<file path="src/rtl/gray_count_decoder.sv">
// gray_count_decoder: resynchronizes an asynchronous gray-coded counter bus,
// converts it to binary and classifies each accepted change as +1, -1 or an
// illegal multi-bit jump, with a saturating error counter.
// Optional build macro GRAY_DEC_FILTER_EN: in TRACK a changed value is only
// evaluated once it has been stable for two consecutive cycles.
module gray_count_decoder #(
    parameter int WIDTH       = 4,
    parameter int SYNC_STAGES = 2,
    parameter int ERR_W       = 8
) (
    input  logic             clk,
    input  logic             rst,
    input  logic [WIDTH-1:0] gray_in,
    input  logic             clear_err,
    output logic [WIDTH-1:0] bin_out,
    output logic             locked,
    output logic             up,
    output logic             down,
    output logic             err,
    output logic [ERR_W-1:0] err_count
);

    typedef enum logic {ACQUIRE, TRACK} state_t;

    localparam logic [ERR_W-1:0] ERR_MAX = '1;

    function automatic logic [WIDTH-1:0] gray2bin(input logic [WIDTH-1:0] g);
        logic [WIDTH-1:0] b;
        b[WIDTH-1] = g[WIDTH-1];
        for (int i = WIDTH - 2; i >= 0; i--) b[i] = b[i+1] ^ g[i];
        return b;
    endfunction

    logic [SYNC_STAGES-1:0][WIDTH-1:0] sync;
    logic [WIDTH-1:0] s, s_d, prev;
    state_t           state, state_nxt;
    logic [WIDTH-1:0] prev_nxt, bin_nxt, diff, bin_s, bin_inc;
    logic             up_nxt, down_nxt, err_nxt, eval, multi;
    logic [ERR_W-1:0] cnt_nxt;

    assign s      = sync[SYNC_STAGES-1];
    assign locked = (state == TRACK);

    // Synchronizer chain plus one extra delay stage for the stability compare
    always_ff @(posedge clk or posedge rst) begin
        if (rst) begin
            sync <= '0;
            s_d  <= '0;
        end else begin
            sync <= {sync[SYNC_STAGES-2:0], gray_in};
            s_d  <= s;
        end
    end

    assign diff    = s ^ prev;
    // More than one bit set: clearing the lowest set bit leaves something behind
    assign multi   = (diff & (diff - WIDTH'(1))) != '0;
    assign bin_s   = gray2bin(s);
    assign bin_inc = gray2bin(prev) + WIDTH'(1);

`ifdef GRAY_DEC_FILTER_EN
    assign eval = (s != prev) && (s == s_d);
`else
    assign eval = (s != prev);
`endif

    // Next-state, accepted value, pulse and error-counter decode
    always_comb begin
        state_nxt = state;
        prev_nxt  = prev;
        bin_nxt   = bin_out;
        up_nxt    = 1'b0;
        down_nxt  = 1'b0;
        err_nxt   = 1'b0;
        unique case (state)
            ACQUIRE: begin
                if (s == s_d) begin
                    prev_nxt  = s;
                    bin_nxt   = bin_s;
                    state_nxt = TRACK;
                end
            end
            TRACK: begin
                if (eval) begin
                    if (multi) begin
                        err_nxt   = 1'b1;
                        state_nxt = ACQUIRE;
                    end else begin
                        prev_nxt = s;
                        bin_nxt  = bin_s;
                        if (bin_s == bin_inc) up_nxt = 1'b1;
                        else                  down_nxt = 1'b1;
                    end
                end
            end
            default: state_nxt = ACQUIRE;
        endcase

        // An error in the same cycle as a clear restarts the count at one
        cnt_nxt = err_count;
        if (err_nxt) begin
            if (clear_err)              cnt_nxt = ERR_W'(1);
            else if (err_count != ERR_MAX) cnt_nxt = err_count + ERR_W'(1);
        end else if (clear_err) begin
            cnt_nxt = '0;
        end
    end

    // State, accepted sample, registered outputs
    always_ff @(posedge clk or posedge rst) begin
        if (rst) begin
            state     <= ACQUIRE;
            prev      <= '0;
            bin_out   <= '0;
            up        <= 1'b0;
            down      <= 1'b0;
            err       <= 1'b0;
            err_count <= '0;
        end else begin
            state     <= state_nxt;
            prev      <= prev_nxt;
            bin_out   <= bin_nxt;
            up        <= up_nxt;
            down      <= down_nxt;
            err       <= err_nxt;
            err_count <= cnt_nxt;
        end
    end

endmodule
</file>
<file path="config.mk">
export PLATFORM = sky130hd
export DESIGN_NAME = gray_count_decoder
export DESIGN_NICKNAME = d
export VERILOG_FILES = /design/src/rtl/gray_count_decoder.sv
export SDC_FILE = /design/constraint.sdc
export NUM_CORES = 1
export LEC_CHECK = 0
export ABC_CLOCK_PERIOD_IN_PS = 2590
export BUFFER_PORTS_ARGS = -buffer_cell sky130_fd_sc_hd__buf_2
export CAP_MARGIN = 25
export CORE_MARGIN = 4
export CORE_UTILIZATION = 30
export DETAILED_ROUTE_END_ITERATION = 7
export PLACE_DENSITY = 0.57
export SETUP_SLACK_MARGIN = 0.05
export SLEW_MARGIN = 10
export SYNTH_ARGS = -nofsm -noshare
export SYNTH_HDL_FRONTEND = slang
export SYNTH_SLANG_ARGS = --single-unit
export TNS_END_PERCENT = 10
</file>
<file path="constraint.sdc">
create_clock -name clk -period 2.59 [get_ports clk]
set_clock_uncertainty 0.2 [all_clocks]
set_input_delay 0.518 -clock clk [delete_from_list [all_inputs] [get_ports clk]]
set_output_delay 0.518 -clock clk [all_outputs]
set_load 0.005 [all_outputs]
</file>
Word level (Yosys, flattened, before mapping)
Cells that the tools add are included.
{ "word_totals": {"wordCells": 61, "regBits": 32} }
{ "op_classes": {"eq_ne": 7, "n_bitwise": 9, "addsub": 3, "muxes": 27, "n_reduce_logical": 5} }
{ "op_table": {"columns": ["op", "count"], "rows": [
  ["$mux 8", 4],
  ["$mux 4", 6],
  ["$pmux 4 s2", 2],
  ["$mux 1", 14],
  ["$add 8x1->8 const B", 1],
  ["$eq 4x4->1", 2],
  ["$ne 8x8->1 const B", 1],
  ["$xor 1x1->1", 6],
  ["$add 4x1->4 const B", 1],
  ["$and 4x4->4", 1],
  ["$ne 2x2->1 const B", 2],
  ["$ne 4x4->1", 1],
  ["$reduce_bool 2->1", 2],
  ["$reduce_bool 4->1", 1],
  ["$sub 4x1->4 const B", 1],
  ["$xor 4x4->4", 1],
  ["$reduce_and 3->1", 1],
  ["$ne 2x1->1 const B", 1],
  ["$pmux 1 s2", 1],
  ["$reduce_and 2->1", 1],
  ["$not 1->1", 1]
]} }

Logic depth before layout (Yosys ltp)
Gate-level depths: netlist of the first run.
{ "logic_depth": {"depth_word": 9, "mapped_depth": 7, "depth_no_buf": 7} }

Worst setup path after synthesis of the first run
OpenSTA, ideal clock, no wires.
{ "synth_path": {"path_type": "register to register", "startpoint": "register, netlist name bin_out[3]", "endpoint": "register up", "period_less_slack_ps": 2115, "slack_ps": 475, "arrival_time_ps": 1842, "required_time_ps": 2317, "path_buffers": 0, "stages_incl_launch_ff": 8, "cell_sequence": "dfrtp_1 xor2_1 ha_1 and2_1 nor2_1 o32a_1 a221oi_1 nor2b_1"} }
{ "synth_lines": {"columns": ["item", "line", "rtl"], "rows": [
  ["to (signal assigned)", "123", "up <= up_nxt;"],
  ["to (decl)", "17", "output logic up,"]
]} }

==> results of run 1 <==
synthesized netlist by cell type:
cell	instances
sky130_fd_sc_hd__and4b_1	1
sky130_fd_sc_hd__nor4_2	1
sky130_fd_sc_hd__o21bai_1	1
sky130_fd_sc_hd__nand2_1	1
sky130_fd_sc_hd__o22a_1	1
sky130_fd_sc_hd__buf_4	1
sky130_fd_sc_hd__nand2b_1	2
sky130_fd_sc_hd__nor3b_1	2
sky130_fd_sc_hd__mux2_4	1
sky130_fd_sc_hd__nand4_1	2
sky130_fd_sc_hd__nor2_1	11
sky130_fd_sc_hd__o32a_1	1
sky130_fd_sc_hd__nand3_1	8
sky130_fd_sc_hd__xnor2_1	9
sky130_fd_sc_hd__nor2b_1	4
sky130_fd_sc_hd__a31oi_1	1
sky130_fd_sc_hd__nor3_4	1
sky130_fd_sc_hd__mux2_2	1
sky130_fd_sc_hd__mux2_1	6
sky130_fd_sc_hd__dfrtp_1	31
sky130_fd_sc_hd__a21bo_2	1
sky130_fd_sc_hd__a21oi_1	3
sky130_fd_sc_hd__nor3_1	5
sky130_fd_sc_hd__buf_2	4
sky130_fd_sc_hd__inv_1	5
sky130_fd_sc_hd__clkbuf_1	1
sky130_fd_sc_hd__a21o_1	1
sky130_fd_sc_hd__o211a_1	2
sky130_fd_sc_hd__xnor2_2	3
sky130_fd_sc_hd__xor2_1	4
sky130_fd_sc_hd__a221oi_1	1
sky130_fd_sc_hd__ha_1	2
sky130_fd_sc_hd__and3_1	2
sky130_fd_sc_hd__o21ai_0	5
sky130_fd_sc_hd__nand3b_1	2
sky130_fd_sc_hd__mux2i_1	3
sky130_fd_sc_hd__a21boi_0	1
sky130_fd_sc_hd__and2_1	1
worst max path at each step:
stage / from / endpoint / slack, ns
floorplan: bin_out[3] / up / 0.48
global placement: bin_out[3] / up / 0.42
detailed placement: bin_out[3] / up / 0.31
CTS: bin_out[3] / up / 0.29
global route: bin_out[3] / up / 0.11
finish: bin_out[3] / up / 0.28
through the flow:
stage / utilization / worst slack [ns] / instances / total power [mW]
5_1_grt: 0.3813 / 0.1146 / 228 / 1.828
6_report: 0.3813 / 0.2784 / 228 / 1.705
2_1_floorplan: - / 0.4753 / 132 / 1.075
3_3_place_gp: 0.3553 / 0.4168 / 220 / 1.179
4_1_cts: 0.3797 / 0.2924 / 228 / 1.717
3_5_place_dp: 0.3553 / 0.3119 / 220 / 1.216
logic make-up (layout without fill, tap and decap cells):
group           after synthesis  count (layout)
simple gates                 43              43
buf+inv                      11              40
mux                          11              11
fa+ha+maj                     2               2
flops                        31              31
xor+xnor                     16              16
compound gates               18              18
final cells by class:
cell class              count  area, sq um  area share
flip-flops and latches     31        775.7      0.4223
multi-input cells          90        693.2      0.3774
repair buffers             27        147.6     0.08038
well taps                  67        83.83     0.04564
clock buffers               6        82.58     0.04496
clock inverters             2        35.03     0.01907
inverters                   5        18.77     0.01022
state kept, by name (all words and copies together), names as in the netlist:
name	count
err_count	8
bin_out	4
down	1
err	1
locked	1
s	4
s_d	4
up	1
sync	4
prev	3
critical path, stage by stage, from the launching register on:
cell and delay (ns):
sky130_fd_sc_hd__dfrtp_1 0.46, sky130_fd_sc_hd__xor2_2 0.19, sky130_fd_sc_hd__ha_1 0.36, sky130_fd_sc_hd__and2_1 0.18, sky130_fd_sc_hd__nor2_1 0.06, sky130_fd_sc_hd__o32a_1 0.28
sky130_fd_sc_hd__a221oi_1 0.34, sky130_fd_sc_hd__nor2b_1 0.17
what timing repair did:
item	4_1_cts	5_1_grt
hold buffers	0	0
resized for setup	0	1
buffers inserted	0	0
setup endpoints to repair	0	1
hold endpoints to repair	0	0
layer usage:
layer,vias up,GRT usage,share of wire,wire length (um)
li1,513,-,-,-
met1,512,0.1090,0.42,1185
met2,23,0.1751,0.51,1435
met3,8,0.03628,0.044,124
met4,0,0.05155,0.029,83
met5,-,0,0,0
power breakdown:
part | switching [mW] | total, mW | internal (mW)
sequential | 0.0962 | 0.659 | 0.563
clock | 0.177 | 0.488 | 0.311
combinational | 0.284 | 0.559 | 0.275
total | 0.557 | 1.71 | 1.15
==> run summary, run 1 <==
============================================================================================
Ports                                                                                     23
Setup-violating endpoint count in the final report                                         0
Clock tree from TritonCTS                                                              built
Final Cycle Share                                                                     0.8925
Critical path start-end classification                                          flop to flop
Worst hold margin                                                                  0.1011 ns
Top-area cell type share of the netlist area                                          0.5132
Cell count after synthesis                                                               132
Total power density per cell area                                               928.4 mW/mm^2
Average cell area after synthesis                                                11.45 sq um
Summed negative setup slack over all endpoints                                          0 ns
Final estimated routing congestion in global placement                                0.7707
Inserted Clock Buffers                                                                     5
Residual DRC count                                                                         0
Synth area leader                                                               sky130_fd_sc_hd__dfrtp_1
Number of unique standard cell types used by synthesis                                    38
Worst supply voltage drop on vdd                                                   0.3102 mV
Via count of the routed design                                                          1056
Share of cell area taken by muxes after synthesis                                    0.08195
Latest clock arrival within the worst-skew pair                                      0.28 ns
Number of detailed-routing iterations run before antenna repair                            4
Synthesis warning total                                                                    0
Die Y                                                                               78.98 um
Most frequent cells in the layout                                               31 x sky130_fd_sc_hd__dfrtp_1, 22 x sky130_fd_sc_hd__buf_2, 11 x sky130_fd_sc_hd__nor2_1
Status                                                                          complete, no violations
Static power due to leakage                                                        0.8460 nW
Share of the synthesized area in compound gates (AO/OA/AOI/OAI)                      0.08361
Routed WL per cell                                                                  12.40 um
Dominant combinational cell family by area after synthesis                      simple AND/OR/NAND/NOR gates
Clock Path Buffers                                                                         2
Summed area of non-filler cells in the final layout                             0.001837 sq mm
Final nets                                                                               169
Most common library cell in the layout ignoring fill and taps                   sky130_fd_sc_hd__dfrtp_1
Initial DRC count                                                                         50
Clock sinks                                                                               31
Nets in the synthesized netlist                                                          141
Xor/xnor share of the synthesized area                                                0.1076
Placeable Area                                                                  0.004817 sq mm
Leftover overflow at the end of global routing                                             0
Instance area after placement                                                   0.001712 sq mm
Mapped cell area                                                                0.001511 sq mm
Reg-to-reg critical path startpoint                                               bin_out[3]
Global-route wire length before repair                                               4961 um
Pin count of the biggest net entering global routing                                      32
Reg-to-Reg End                                                                            up
Worst R2R Path Depth                                                                       7
Deepest level of the CTS H-tree                                                            2
Max Cap Violations                                                                         0
Die footprint                                                                   0.006238 sq mm
Number of antenna violations at the first check in global routing                          0
Final critical-path required period                                                 2.312 ns
Tightest Pin Transition                                                            0.4772 ns
Die X-Extent                                                                        78.98 um
Final Hold Vio Count                                                                       0
Count of nets left with antenna violations after detail routing                            0
Endpoint arrival time on the critical path                                           2.33 ns
Basic-gate share of the synthesized area counting and, or, nand and nor cells         0.1639
Category of the worst setup path launch point                                           flop
RSZ-0062 raised after global routing                                                      no
Post-detailed-routing wire length                                                    2828 um
Vias in the first global route                                                          1094
Vias per cell                                                                          4.632
Maximum fanout encountered on the critical timing path                                     5
Flop2flop setup slack                                                                0.28 ns
CTS Root Buffer Type                                                            sky130_fd_sc_hd__clkbuf_8
Layout fillers                                                                           465
Fraction of the mapped netlist area in adder cells                                   0.01656
Clock slew at the register clock pins of the worst setup and hold paths              0.07 ns
Sequential cell area fraction in the yosys report                                     0.5132
Worst-case headroom to the max-slew limit                                             0.6785
Type of destination of the critical path                                                flop
Fraction of layout instances using a drive strength above 1                           0.2733
Classification of the worst-slack hold path                                     primary input to async pin
Flip-flop and latch count after synthesis                                                 31
Final max-slew violation count                                                             0
Post-DP HPWL                                                                         2067 um
Number of rows created at floorplan                                                       25
Total track usage                                                                     0.1015
Maximum achievable frequency                                                       432.6 MHz
Cell types occupying the most area after synthesis                              sky130_fd_sc_hd__dfrtp_1 51%, sky130_fd_sc_hd__xnor2_1 5.2%, sky130_fd_sc_hd__mux2_1 4.5%
Area growth from synthesis to layout                                                  21.52%
Number of inserted diodes                                                                  0
Starting density of the core                                                          0.3138
Number of input and output port buffers inserted                                          22
Worst endpoint required time                                                         2.61 ns
============================================================================================
No activity file was read; power rests on OpenSTA's default activity.
==> run 2: changes to the inputs <==
==> constraint.sdc (replaced) <==
create_clock -name clk -period 2.59 [get_ports clk]
set_clock_uncertainty 0.2 [all_clocks]
set_input_delay 0.259 -clock clk [delete_from_list [all_inputs] [get_ports clk]]
set_output_delay 0.259 -clock clk [all_outputs]
set_load 0.005 [all_outputs]
==> run 2 against run 1 <==
Compared with the run above:
- fmax did not move
- critical path type unchanged
- highest routed layer unchanged
- utilization grew 1.0 points
- largest cell class unchanged
- clock power barely moved
- sequential share of layout area is 1.1 points lower
==> run summary, run 2 (synthesis results as in run 1) <==
======================================================================================
Most frequent cells in the layout                                         31 x sky130_fd_sc_hd__dfrtp_1, 22 x sky130_fd_sc_hd__buf_2, 11 x sky130_fd_sc_hd__nor2_1   unchanged
Utilization of the core after routing                                           0.3917   was 0.3813
Hold endpoint                                                             err_count[7]
Static power due to leakage                                                  0.8668 nW   was 0.8460 nW
Final max-slew violation count                                                       0   unchanged
Final Cycle Share                                                               0.8925   unchanged
Initial DRC count                                                                   45   was 50
Endpoint arrival time on the critical path                                     2.33 ns   about the same
Number of antenna violations at the first check in global routing                    0   unchanged
Reg-to-reg critical path startpoint                                         bin_out[3]   unchanged
Placeable Area                                                            0.004817 sq mm   unchanged
Max Cap Violations                                                                   0   unchanged
Deepest level of the CTS H-tree                                                      2   unchanged
Maximum achievable frequency                                                 432.6 MHz   unchanged
Clock tree from TritonCTS                                                        built   unchanged
Maximum fanout encountered on the critical timing path                               5   unchanged
Count of nets left with antenna violations after detail routing                      0   unchanged
Slowest cell on the critical path                                         sky130_fd_sc_hd__dfrtp_1   unchanged
Number of inserted diodes                                                            0   unchanged
Most common library cell in the layout ignoring fill and taps             sky130_fd_sc_hd__dfrtp_1   unchanged
Via count of the routed design                                                    1074   was 1056
Number of buffers added for setup after CTS                                          0   unchanged
Top register by number of flip-flops                                         err_count   unchanged
Worst endpoint required time                                                   2.61 ns   about the same
Leftover overflow at the end of global routing                                       0   unchanged
Fraction of layout instances using a drive strength above 1                     0.2651   was 0.2733
CTS Root Buffer Type                                                      sky130_fd_sc_hd__clkbuf_8   unchanged
Total track usage                                                               0.1025   was 0.1015
Reg-to-Reg End                                                                      up   unchanged
Tightest Pin Transition                                                      0.4772 ns   unchanged
Worst Hold Depth                                                                     2
Overall power of the completed layout                                         1.711 mW   was 1.705 mW
Summed negative setup slack over all endpoints                                    0 ns   unchanged
Routed WL per cell                                                            12.19 um   was 12.40 um
Clock Path Buffers                                                                   2   unchanged
Residual DRC count                                                                   0   unchanged
Max reg flops                                                                        8   unchanged
Ports                                                                               23   unchanged
Launch point of the worst hold path                                          clear_err
Vias in the first global route                                                    1106   was 1094
Worst-case headroom to the max-slew limit                                       0.6785   unchanged
Post-DP HPWL                                                                   2067 um   unchanged
Layout fillers                                                                     461   was 465
Type of destination of the critical path                                          flop   unchanged
Number of rows created at floorplan                                                 25   unchanged
Critical path start-end classification                                    flop to flop   unchanged
Worst hold margin                                                           0.07314 ns   was 0.1011 ns
Die footprint                                                             0.006238 sq mm   unchanged
Chain of cells forming the critical path                                  xor2_2, ha_1, and2_1, nor2_1, o32a_1, a221oi_1, nor2b_1   unchanged
Final critical-path required period                                           2.312 ns   unchanged
Classification of the worst-slack hold path                               primary input to flop   was primary input to async pin
Global-route wire length before repair                                         5016 um   was 4961 um
Number of detailed-routing iterations run before antenna repair                      4   unchanged
Category of the worst setup path launch point                                     flop   unchanged
Final Hold Vio Count                                                                 0   unchanged
Clock sinks                                                                         31   unchanged
Inserted Clock Buffers                                                               5   unchanged
Total power density per cell area                                         906.7 mW/mm^2   was 928.4 mW/mm^2
Final nets                                                                         174   was 169
RSZ-0062 raised after global routing                                                no   unchanged
Clock slew at the register clock pins of the worst setup and hold paths        0.07 ns   about the same
Number of input and output port buffers inserted                                    22   unchanged
Vias per cell                                                                    4.609   was 4.632
Flop2flop setup slack                                                          0.28 ns   about the same
Area growth from synthesis to layout                                            24.83%   was 21.52%
Setup-violating endpoint count in the final report                                   0   unchanged
Worst supply voltage drop on vdd                                             0.3152 mV   was 0.3102 mV
Status                                                                    complete, no violations   unchanged
Final estimated routing congestion in global placement                          0.7707   unchanged
Pin count of the biggest net entering global routing                                32   unchanged
Die X-Extent                                                                  78.98 um   unchanged
Critical path's largest stage delay                                            0.46 ns   about the same
Post-detailed-routing wire length                                              2840 um   was 2828 um
Die Y                                                                         78.98 um   unchanged
Latest clock arrival within the worst-skew pair                                0.28 ns   about the same
Worst R2R Path Depth                                                                 7   unchanged
Starting density of the core                                                    0.3138   unchanged
======================================================================================
run 2: changes by cell type in the layout (fill, tap and decap cells not counted):
cell	delta
sky130_fd_sc_hd__dlygate4sd3_1	+5
run 2: report_power, final:
| part | internal, mW | switching [mW] | total, mW | leakage (nW) |
|---|---|---|---|---|
| Combinational | 0.279 | 0.285 | 0.564 | 0.415 |
| Sequential | 0.563 | 0.0962 | 0.659 | 0.390 |
| Clock | 0.311 | 0.177 | 0.488 | 0.0612 |
| Total | 1.15 | 0.558 | 1.71 | 0.867 |
run 2: worst max-delay path by stage:
stage	start	endpoint	slack, ns
after floorplan	bin_out[3]	up	0.48
after global placement	bin_out[3]	up	0.42
after detailed placement	bin_out[3]	up	0.31
after CTS	bin_out[3]	up	0.29
after global routing	bin_out[3]	up	0.11
final	bin_out[3]	up	0.28
run 2: critical path, delay by kind of cell, from the launching register on:
kind | cells | cell delay [ns]
xor+xnor | 1 | 0.19
flops | 1 | 0.46
simple gates | 3 | 0.41
compound gates | 2 | 0.62
fa+ha+maj | 1 | 0.36
run 2: timing repair:
item | 4_1_cts | 5_1_grt
resized for setup | 0 | 1
hold buffers | 5 | 0
endpoints found under the setup margin | 0 | 1
endpoints found under the hold margin | 35 | 0
run 2: metal layers:
layer	up-vias	global-route usage	wire length, um
li1	523	-	-
met1	520	0.1112	1191
met2	23	0.1759	1443
met3	8	0.03628	122
met4	0	0.05155	83
met5	-	0	0
run 2: layout make-up:
class	count	area, sq um	share of cell area
clock buffers	6	82.58	0.04377
flip-flops and latches	31	775.7	0.4111
well taps	67	83.83	0.04443
repair buffers	32	197.7	0.1048
inverters	5	18.77	0.009947
multi-input cells	90	693.2	0.3674
clock inverters	2	35.03	0.01857
run 2: per-stage QoR:
stage	instances	worst slack [ns]	cell area (sq um)
after floorplan	132	0.4753	1511
after global placement	220	0.4168	1712
after detailed placement	220	0.3119	1712
after CTS	233	0.2924	1879
after global routing	233	0.1146	1887
final	233	0.2784	1887
==> run 3: changes to the inputs <==
Settings changed: CORE_MARGIN 4 to 5, CORE_UTILIZATION 30 to 40, PLACE_DENSITY 0.57 to 0.69.
==> run 3 against run 2 <==
Compared with the run above:
- cell count down 9.4%
- sequential share of layout area up 1.2 points
- combinational power down 3.9%
- critical path depth unchanged
- setup slack better by 0.051 ns
- utilization up 11 points
- cell area down 2.9%
- non-clock buffer count down 3
- flip-flop and latch count unchanged
- routed wire length down 6.9%
- count of clock-buffer cells in the layout unchanged
==> run summary, run 3 (synthesis results as in run 1) <==
======================================================================================
Final nets                                                                         171   was 174
Starting density of the core                                                    0.4129   was 0.3138
Family of cells with the greatest summed delay on the critical path       compound AO/OA/AOI/OAI gates   unchanged
Worst-case headroom to the max-slew limit                                       0.6659   was 0.6785
Sequential power share                                                           0.391   was 0.385
Sum of buffers and inverters on the critical path                                    0   unchanged
Critical path start-end classification                                    flop to flop   unchanged
Endpoint arrival time on the critical path                                     2.27 ns   was 2.33 ns
Type of destination of the critical path                                          flop   unchanged
Utilization of the core after routing                                           0.5007   was 0.3917
Fraction of layout instances using a drive strength above 1                     0.2454   was 0.2651
Number of standard cells in the layout, taps in and fillers out                    211   was 233
Placed Instances                                                                   198   was 220
Number of buffers added for setup after CTS                                          0   unchanged
Routed WL per cell                                                            12.53 um   was 12.19 um
Part of the power in combinational logic                                         0.322   was 0.330
Residual DRC count                                                                   0   unchanged
Tightest Pin Transition                                                      0.4959 ns   was 0.4772 ns
Final critical-path required period                                           2.260 ns   was 2.312 ns
Number of gates resized after cts                                                    0   unchanged
Maximum achievable frequency                                                 442.5 MHz   was 432.6 MHz
Number of inserted diodes                                                            0   unchanged
Maximum fanout encountered on the critical timing path                               5   unchanged
Setup-violating endpoint count in the final report                                   0   unchanged
Pin count of the biggest net entering global routing                                32   unchanged
Leftover overflow at the end of global routing                                       0   unchanged
Max Cap Violations                                                                   0   unchanged
Worst endpoint required time                                                   2.60 ns   was 2.61 ns
Most common library cell in the layout ignoring fill and taps             sky130_fd_sc_hd__dfrtp_1   unchanged
Number of input and output port buffers inserted                                    22   unchanged
Post-DP HPWL                                                                   1891 um   was 2067 um
Clock slew at the register clock pins of the worst setup and hold paths        0.07 ns   about the same
Placeable Area                                                            0.003661 sq mm   was 0.004817 sq mm
Summed negative setup slack over all endpoints                                    0 ns   unchanged
Clock share of power                                                             0.287   was 0.285
Initial DRC count                                                                   38   was 45
Final Hold Vio Count                                                                 0   unchanged
Clock Path Buffers                                                                   2   unchanged
Deepest level of the CTS H-tree                                                      2   unchanged
Number of rows created at floorplan                                                 22   was 25
Max reg flops                                                                        8   unchanged
Final estimated routing congestion in global placement                          0.7377   was 0.7707
Worst supply voltage drop on vdd                                             0.4226 mV   was 0.3152 mV
RSZ-0062 raised after global routing                                                no   unchanged
Flop2flop setup slack                                                          0.33 ns   was 0.28 ns
Die footprint                                                             0.005108 sq mm   was 0.006238 sq mm
Total power density per cell area                                         918.0 mW/mm^2   was 906.7 mW/mm^2
Category of the worst setup path launch point                                     flop   unchanged
CTS Root Buffer Type                                                      sky130_fd_sc_hd__clkbuf_8   unchanged
Clock sinks                                                                         31   unchanged
Critical path's largest stage delay                                            0.45 ns   was 0.46 ns
Slowest cell on the critical path                                         sky130_fd_sc_hd__dfrtp_1   unchanged
Total track usage                                                               0.1153   was 0.1025
Top register by number of flip-flops                                         err_count   unchanged
Chain of cells forming the critical path                                  xor2_1, ha_1, and2_1, nor2_1, o32a_1, a221oi_1, nor2b_1   was xor2_2, ha_1, and2_1, nor2_1, o32a_1, a221oi_1, nor2b_1
Count of nets left with antenna violations after detail routing                      0   unchanged
Vias per cell                                                                    4.967   was 4.609
Status                                                                    complete, no violations   unchanged
Pre-CTS worst setup slack                                                    0.3452 ns   was 0.3119 ns
Vias in the first global route                                                    1080   was 1106
Number of detailed-routing iterations run before antenna repair                      5   was 4
Int Power                                                                     1.142 mW   was 1.153 mW
Sw frac                                                                         0.3212   was 0.3259
Area growth from synthesis to layout                                            21.27%   was 24.83%
Number of antenna violations at the first check in global routing                    0   unchanged
Via count of the routed design                                                    1048   was 1074
Most frequent cells in the layout                                         31 x sky130_fd_sc_hd__dfrtp_1, 22 x sky130_fd_sc_hd__buf_2, 11 x sky130_fd_sc_hd__nor2_1   unchanged
Worst-case setup margin in the final layout                                  0.3299 ns   was 0.2784 ns
Static power due to leakage                                                  0.8507 nW   was 0.8668 nW
Post-detailed-routing wire length                                              2644 um   was 2840 um
Inserted Clock Buffers                                                               5   unchanged
Final max-slew violation count                                                       0   unchanged
Latest clock arrival within the worst-skew pair                                0.28 ns   about the same
Classification of the worst-slack hold path                               primary input to flop   unchanged
Ports                                                                               23   unchanged
Final Cycle Share                                                               0.8726   was 0.8925
P_sw                                                                         0.5404 mW   was 0.5575 mW
Clock tree from TritonCTS                                                        built   unchanged
Global-route wire length before repair                                         4588 um   was 5016 um
Die Y                                                                         71.47 um   was 78.98 um
Die X-Extent                                                                  71.47 um   was 78.98 um
======================================================================================
[run 3: cell count changes in the layout (fill, tap and decap cells not counted)]
cell                     change
sky130_fd_sc_hd__buf_4       -3
sky130_fd_sc_hd__xor2_2      -1
sky130_fd_sc_hd__xor2_1      +1
[run 3: through the flow]
stage / area, sq um / hold slack (ns) / power [mW]
after floorplan: 1511 / 0.09043 / 1.075
after global placement: 1665 / 0.1325 / 1.167
after global routing: 1833 / 0.08492 / 1.787
after detailed placement: 1665 / 0.1373 / 1.203
final: 1833 / 0.07294 / 1.683
after CTS: 1833 / 0.06676 / 1.698
[run 3: what timing repair did]
item                                   in CTS  in global routing
hold buffers                                5                  0
setup endpoints to repair                   0                  0
endpoints found under the hold margin      35                  0
[run 3: cell type report]
| type | count | area, sq um |
|---|---|---|
| fillers | 326 | 1828 |
| flip-flops and latches | 31 | 775.7 |
| multi-input cells | 90 | 685.7 |
| repair buffers | 29 | 175.2 |
| clock buffers | 6 | 82.58 |
| well taps | 48 | 60.06 |
| clock inverters | 2 | 35.03 |
| inverters | 5 | 18.77 |
[run 3: per-layer routing]
layer / GRT usage / vias up / part of all wire
met5: 0 / - / 0
met1: 0.1231 / 510 / 0.43
met3: 0.05049 / 4 / 0.050
li1: - / 513 / -
met2: 0.1908 / 21 / 0.51
met4: 0.06263 / 0 / 0.012
[run 3: power groups by stage]
stage / clock network, mW / registers (mW) / logic (mW)
after global placement: 0 / 0.659 / 0.508
final: 0.483 / 0.657 / 0.542
after CTS: 0.497 / 0.657 / 0.544
after floorplan: 0 / 0.648 / 0.427
after detailed placement: 0 / 0.666 / 0.537
after global routing: 0.524 / 0.670 / 0.592
[run 3: worst reg2reg max path, delay by kind of cell (launching register included)]
family,cells,cell delay [ns]
AO/OA/AOI/OAI,2,0.58
XOR/XNOR,1,0.20
flip-flops,1,0.45
AND/OR/NAND/NOR,3,0.40
adder cells (fa/ha/maj),1,0.35
[run 3: worst paths after layout]
check,endpoint,cells past startpoint,from
setup reg to reg,up,7,bin_out[3]
max in group asynchronous,sync[1],4,rst
min in group asynchronous,s_d[0],4,rst
hold / removal,err_count[7],2,clear_err
hold reg to reg,s[0],0,sync[0]
setup / recovery,up,7,bin_out[3]
